===== src/rtl/estado_mascota_if.sv =====
// Pet-state bus: debounced test level and need levels in, state code, alarm and strobes out.
interface estado_mascota_if;
  logic       test;
  logic [1:0] nivel_animo;
  logic [1:0] nivel_energia;
  logic [1:0] nivel_descanso;
  logic [1:0] nivel_medicina;
  logic [2:0] estado;
  logic       alarma;
  logic       cambio_estado;
  logic       tick;

  modport master (
    output test, nivel_animo, nivel_energia, nivel_descanso, nivel_medicina,
    input  estado, alarma, cambio_estado, tick
  );

  modport slave (
    input  test, nivel_animo, nivel_energia, nivel_descanso, nivel_medicina,
    output estado, alarma, cambio_estado, tick
  );
endinterface


===== src/rtl/estado_mascota.sv =====
// Tamagotchi behaviour controller: samples the four need levels and steps the pet FSM
// once per prescaler tick, driving the state code, a registered alarm and a change strobe.
module estado_mascota #(
  parameter int TICK_CICLOS = 50_000_000,
  parameter int TEST_DIV    = 10,
  parameter int T_ENFERMO   = 10,
  parameter int T_MUERTE    = 20
) (
  input  logic           clk,
  input  logic           reset,
  estado_mascota_if.slave bus
);

  localparam int L_NORM = (TICK_CICLOS > 1) ? TICK_CICLOS : 1;
  localparam int L_TEST = ((L_NORM / TEST_DIV) > 1) ? (L_NORM / TEST_DIV) : 1;
  localparam int CW     = (L_NORM > 1) ? $clog2(L_NORM) : 1;
  localparam int CCW    = (T_ENFERMO > 1) ? $clog2(T_ENFERMO + 1) : 1;
  localparam int SCW    = (T_MUERTE > 1) ? $clog2(T_MUERTE + 1) : 1;

  localparam logic [CW-1:0]  LIM_NORM = CW'(L_NORM - 1);
  localparam logic [CW-1:0]  LIM_TEST = CW'(L_TEST - 1);
  localparam logic [CCW-1:0] CRIT_MAX = CCW'(T_ENFERMO);
  localparam logic [SCW-1:0] SICK_MAX = SCW'(T_MUERTE);

  typedef enum logic [2:0] {
    FELIZ      = 3'd0,
    NEUTRAL    = 3'd1,
    HAMBRIENTO = 3'd2,
    CANSADO    = 3'd3,
    TRISTE     = 3'd4,
    ENFERMO    = 3'd5,
    MUERTO     = 3'd6
  } estado_t;

  logic [1:0]     animo, energia, descanso, medicina;
  logic [CW-1:0]  count;
  logic [CW-1:0]  lim;
  logic           tick_q;
  estado_t        state_q, state_d;
  logic [CCW-1:0] crit_q, crit_d, crit_inc;
  logic [SCW-1:0] sick_q, sick_d, sick_inc;
  logic           alarma_q, alarma_d;
  logic           cambio_q, cambio_d;
  logic           any_zero;
  logic           todos_altos;
  logic [3:0]     suma;

  always_ff @(posedge clk or negedge reset) begin
    if (!reset) begin
      animo    <= '0;
      energia  <= '0;
      descanso <= '0;
      medicina <= '0;
    end else begin
      animo    <= bus.nivel_animo;
      energia  <= bus.nivel_energia;
      descanso <= bus.nivel_descanso;
      medicina <= bus.nivel_medicina;
    end
  end

  // The raw test level picks the limit so a mode switch shows up on the very next edge;
  // a count already past the short limit fires immediately instead of wrapping the long way.
  assign lim = bus.test ? LIM_TEST : LIM_NORM;

  always_ff @(posedge clk or negedge reset) begin
    if (!reset) begin
      count  <= '0;
      tick_q <= 1'b0;
    end else if (count >= lim) begin
      count  <= '0;
      tick_q <= 1'b1;
    end else begin
      count  <= count + 1'b1;
      tick_q <= 1'b0;
    end
  end

  assign any_zero    = (animo == 2'd0) | (energia == 2'd0) | (descanso == 2'd0) | (medicina == 2'd0);
  assign todos_altos = animo[1] & energia[1] & descanso[1] & medicina[1];
  assign suma        = {2'b00, animo} + {2'b00, energia} + {2'b00, descanso} + {2'b00, medicina};
  assign crit_inc    = (crit_q >= CRIT_MAX) ? CRIT_MAX : crit_q + 1'b1;
  assign sick_inc    = (sick_q >= SICK_MAX) ? SICK_MAX : sick_q + 1'b1;

  always_ff @(posedge clk or negedge reset) begin
    if (!reset) begin
      state_q  <= NEUTRAL;
      crit_q   <= '0;
      sick_q   <= '0;
      alarma_q <= 1'b0;
      cambio_q <= 1'b0;
    end else begin
      cambio_q <= cambio_d;
      if (tick_q) begin
        state_q  <= state_d;
        crit_q   <= crit_d;
        sick_q   <= sick_d;
        alarma_q <= alarma_d;
      end
    end
  end

  always_comb begin
    state_d = state_q;
    crit_d  = crit_q;
    sick_d  = sick_q;
    case (state_q)
      ENFERMO: begin
        if (medicina == 2'd3) begin
          state_d = NEUTRAL;
          crit_d  = '0;
          sick_d  = '0;
        end else begin
          sick_d = sick_inc;
          if (sick_inc == SICK_MAX) state_d = MUERTO;
        end
      end
      MUERTO: begin
        state_d = MUERTO;
      end
      default: begin
        crit_d = any_zero ? crit_inc : '0;
        if (any_zero && (crit_inc == CRIT_MAX)) begin
          state_d = ENFERMO;
          sick_d  = '0;
          crit_d  = '0;
        end else if (!energia[1]) begin
          state_d = HAMBRIENTO;
        end else if (!descanso[1]) begin
          state_d = CANSADO;
        end else if (!animo[1]) begin
          state_d = TRISTE;
        end else if (todos_altos && (suma >= 4'd10)) begin
          state_d = FELIZ;
        end else begin
          state_d = NEUTRAL;
        end
      end
    endcase
    alarma_d = (state_d == ENFERMO) || (state_d == MUERTO) || (crit_d != '0);
    cambio_d = tick_q && (state_d != state_q);
  end

  assign bus.estado        = state_q;
  assign bus.alarma        = alarma_q;
  assign bus.cambio_estado = cambio_q;
  assign bus.tick          = tick_q;

endmodule


===== src/flat_wrapper.sv =====
// flat-port wrapper written by rule: the top's interface ports become plain ports
module estado_mascota_flat 
#(
  parameter int TICK_CICLOS = 50_000_000,
  parameter int TEST_DIV    = 10,
  parameter int T_ENFERMO   = 10,
  parameter int T_MUERTE    = 20
)
  (clk, reset, bus_test, bus_nivel_animo, bus_nivel_energia, bus_nivel_descanso, bus_nivel_medicina, bus_estado, bus_alarma, bus_cambio_estado, bus_tick);
  estado_mascota_if bus_i ();
  input  logic clk;
  input  logic reset;
  input wire logic [$bits(bus_i.test)-1:0] bus_test;
  input wire logic [$bits(bus_i.nivel_animo)-1:0] bus_nivel_animo;
  input wire logic [$bits(bus_i.nivel_energia)-1:0] bus_nivel_energia;
  input wire logic [$bits(bus_i.nivel_descanso)-1:0] bus_nivel_descanso;
  input wire logic [$bits(bus_i.nivel_medicina)-1:0] bus_nivel_medicina;
  output wire logic [$bits(bus_i.estado)-1:0] bus_estado;
  output wire logic [$bits(bus_i.alarma)-1:0] bus_alarma;
  output wire logic [$bits(bus_i.cambio_estado)-1:0] bus_cambio_estado;
  output wire logic [$bits(bus_i.tick)-1:0] bus_tick;
  assign bus_i.test = bus_test;
  assign bus_i.nivel_animo = bus_nivel_animo;
  assign bus_i.nivel_energia = bus_nivel_energia;
  assign bus_i.nivel_descanso = bus_nivel_descanso;
  assign bus_i.nivel_medicina = bus_nivel_medicina;
  assign bus_estado = bus_i.estado;
  assign bus_alarma = bus_i.alarma;
  assign bus_cambio_estado = bus_i.cambio_estado;
  assign bus_tick = bus_i.tick;
  estado_mascota #(.TICK_CICLOS(TICK_CICLOS), .TEST_DIV(TEST_DIV), .T_ENFERMO(T_ENFERMO), .T_MUERTE(T_MUERTE)) u_core (.clk(clk), .reset(reset), .bus(bus_i));
endmodule

===== config.mk =====
export PLATFORM = sky130hd
export DESIGN_NAME = estado_mascota_flat
export DESIGN_NICKNAME = d
export VERILOG_FILES = /design/src/rtl/estado_mascota_if.sv /design/src/rtl/estado_mascota.sv /design/src/flat_wrapper.sv
export SDC_FILE = /design/constraint.sdc
export NUM_CORES = 1
export LEC_CHECK = 0
export BUFFER_PORTS_ARGS = -buffer_cell sky130_fd_sc_hd__buf_4
export CAP_MARGIN = 20
export CORE_ASPECT_RATIO = 0.7
export CORE_UTILIZATION = 40
export CTS_CLUSTER_DIAMETER = 80
export DETAILED_ROUTE_END_ITERATION = 16
export SYNTH_ARGS = -nofsm -noshare
export SYNTH_HDL_FRONTEND = slang
export SYNTH_SLANG_ARGS = --single-unit

===== constraint.sdc =====
create_clock -name clk -period 6.2 [get_ports clk]
set_clock_uncertainty 0.1 [all_clocks]
set_input_delay 0.31 -clock clk [delete_from_list [all_inputs] [get_ports clk]]
set_output_delay 0.31 -clock clk [all_outputs]
set_load 0.1 [all_outputs]

==> impl_metrics.json <==
{
  "post-route-min-period_ns": 3.55,
  "cp-start-kind": "flop",
  "route.detailed.drc": 0,
  "setup_viol": 0,
  "yosysMostFrequentCell": "dfrtp_1",
  "synth_nets": 336,
  "cts_setup_buffers": 0,
  "vias": 2193,
  "critPathKind": "reg2reg",
  "finalMaxSlewViolations": 0,
  "fp.dieH_um": 73.7,
  "relSlewSlack": 0.408,
  "synth_cell_type_count": 56,
  "tritoncts": "built",
  "grt_first_pass_wirelength_um": 10200,
  "crit_path_end_kind": "flop",
  "clockBufferDepth": 2,
  "syn-mean-instance-area_um2": 9.80,
  "viasPerCell": 5.23,
  "synth_area_leaders": "dfrtp_1 41%, ha_1 8.9%, nor2_1 5.0%, xor2_1 4.5%, xnor2_1 3.3%",
  "status": "finished, final reports clean",
  "leakage_nw": 1.44,
  "ys_warn_count": 0,
  "area_delta_synth_final_pct": 12.5,
  "dpl.hpwl_um": 4160,
  "final-hold-violation-count": 0,
  "final_util": 0.478,
  "cts_buffers": 5,
  "seq_area_um2": 1230,
  "critPathMaxFanout": 3,
  "cts_hold_buf": 6,
  "initial_core_util": 0.425,
  "fin_tns_setup_ns": 0,
  "clock_latency_ns": 0.30,
  "antenna_cells": 0,
  "fillerInstances": 636,
  "drive_above_1_share": 0.114,
  "rsz0062_at_grt": "no",
  "async_flop_share": 1.00,
  "root_buffer": "clkbuf_8",
  "coreArea_um2": 6910,
  "arrival_ns": 3.64,
  "synth_area_um2": 2940,
  "required_ns": 6.28,
  "yosysTopAreaCellShare": 0.409,
  "gp_congestion": 0.826,
  "numPortBuffers": 16,
  "cts-resized-gates": 0,
  "htreeDepth": 2,
  "synth_ff_type": "dfrtp_1",
  "clk_pin_slew_worst_paths_ns": 0.09,
  "syn_inst": 300,
  "worst_slew_pin_slew_ns": 0.886,
  "min_path_type": "in2reg",
  "ys_seq_area_frac": 0.417,
  "power_density_nw_per_um2": 333,
  "wirelength_um": 5790,
  "drtPass1Iterations": 4,
  "drt_iter0_markers": 179,
  "cts.sinks": 49,
  "grt_use_total": 0.166,
  "peakVddDrop_v": 0.000209,
  "rows": 25,
  "fp.dieArea_um2": 7700,
  "io_pins": 17,
  "num-nets-final": 360,
  "synth_largest_area_cell": "dfrtp_1",
  "drtAntennaViolNets": 0,
  "fmax_mhz": 281,
  "die_w_um": 104,
  "wl_per_cell_um": 13.8,
  "grt_pass1_vias": 2130,
  "grt_max_degree": 50,
  "multi_input_area_um2": 1630,
  "grt-ovfl-total": 0,
  "period_share": 0.573,
  "synthTopCellsByCount": "48 x dfrtp_1, 39 x nor2_1, 21 x ha_1, 21 x nand2_1, 18 x nand3_1",
  "antenna_found_initial": 0,
  "ys_ff_latch": 49,
  "drv_cap": 0,
  "synth_edf_count": 0
}
[worst max-delay path, cell delays in order, from the launching register on]
cell and delay (ns):
dfrtp_1 0.39, ha_1 0.22, fa_1 0.51, fa_1 0.49, ha_1 0.22, fa_1 0.48, o2111ai_1 0.13, a21boi_0 0.21
o22ai_1 0.13, nand4_1 0.11, o21ai_0 0.09, a2111o_1 0.36
[worst paths after layout]
kind | from | to | slack [ns] | cells after the start
min in group asynchronous | reset | u_core.count[20] | 0.47 | 2
hold reg to reg | u_core.count[0] | u_core.count[0] | 0.41 | 1
hold / removal | bus_nivel_descanso[1] | u_core.descanso[1] | 0.02 | 1
setup reg to reg | u_core.energia[0] | u_core.bus.cambio_estado | 2.65 | 11
setup / recovery | u_core.energia[0] | u_core.bus.cambio_estado | 2.65 | 11
max in group asynchronous | reset | u_core.energia[0] | 5.13 | 2
[power breakdown]
part | switching [W] | leakage (nW) | internal (W)
sequential | 0.0000874 | 0.635 | 0.000379
combinational | 0.000292 | 0.764 | 0.000154
clock | 0.000112 | 0.0439 | 0.0000782
total | 0.000492 | 1.44 | 0.000611
[per-layer routing]
metal  up-vias  track usage  wire length, um  share of wire
met5         -            0                0              0
met3         4       0.0319              206          0.036
met1      1023        0.265             3440           0.59
li1       1126            -                -              -
met4         0       0.0429               36         0.0062
met2        40        0.222             2110           0.36
[cell usage in the layout, fill, tap and decap left out, types with 2 or more instances in the layout]
master and n:
dfrtp_1 48, a2111o_1 2, a31oi_1 3, o31a_1 2, a211oi_1 2, or3_1 3, o21a_1 6, clkbuf_8 5
dlygate4sd3_1 8, fa_1 4, nand2_1 21, nor2b_1 2, a21oi_1 8, and4_1 3, nor2_1 39, inv_2 2
o21ai_0 11, o31ai_1 2, o211ai_1 2, inv_1 9, nand3b_1 3, buf_4 16, ha_1 21, nand3_1 18
xor2_1 15, xnor2_1 11, clkinv_2 2, nor3_1 7, nand4_1 8, a32oi_1 2, o22ai_1 4, nand2b_1 3
a31o_2 3, and3_1 6
[logic make-up (layout without fill, tap and decap cells)]
kind of cell             count (synthesis)  after routing  synth area share
AO/OA/AOI/OAI                           61             61             0.154
XOR/XNOR                                26             26            0.0774
adder cells (fa/ha/maj)                 25             25             0.117
buffers and inverters                   18             43            0.0268
flip-flops                              49             49             0.417
multiplexers                             2              2           0.00723
AND/OR/NAND/NOR                        119            119             0.201
[area by class of cell]
type,count,area share
inverter,11,0.0125
clock buffer,5,0.0208
clock inverter,3,0.00530
timing repair buffer,24,0.0605
sequential,49,0.371
tap,94,0.0356
multi-input combinational,233,0.494
[state kept, by name, summed over array words and instances, names as in the netlist]
register / flops
u_core.bus.cambio_estado: 1
u_core.descanso: 2
u_core.sick_q: 5
u_core.energia: 2
u_core.animo: 2
u_core.crit_q: 4
u_core.count: 26
u_core.bus.estado: 3
u_core.bus.alarma: 1
u_core.medicina: 2
u_core.bus.tick: 1
[per-stage QoR]
stage	setup WS [ns]	instance area, um2	hold slack [ns]	total power [W]	cells
5_1_grt	2.42	3310	0.00269	0.00118	419
4_1_cts	2.65	3290	0.000556	0.00111	417
3_3_place_gp	2.73	3140	0.275	0.000914	403
6_report	2.65	3310	0.0166	0.00110	419
2_1_floorplan	2.86	2940	-0.0856	0.000817	300
3_5_place_dp	2.67	3140	0.268	0.000912	403
No activity file was read; power rests on OpenSTA's default activity.
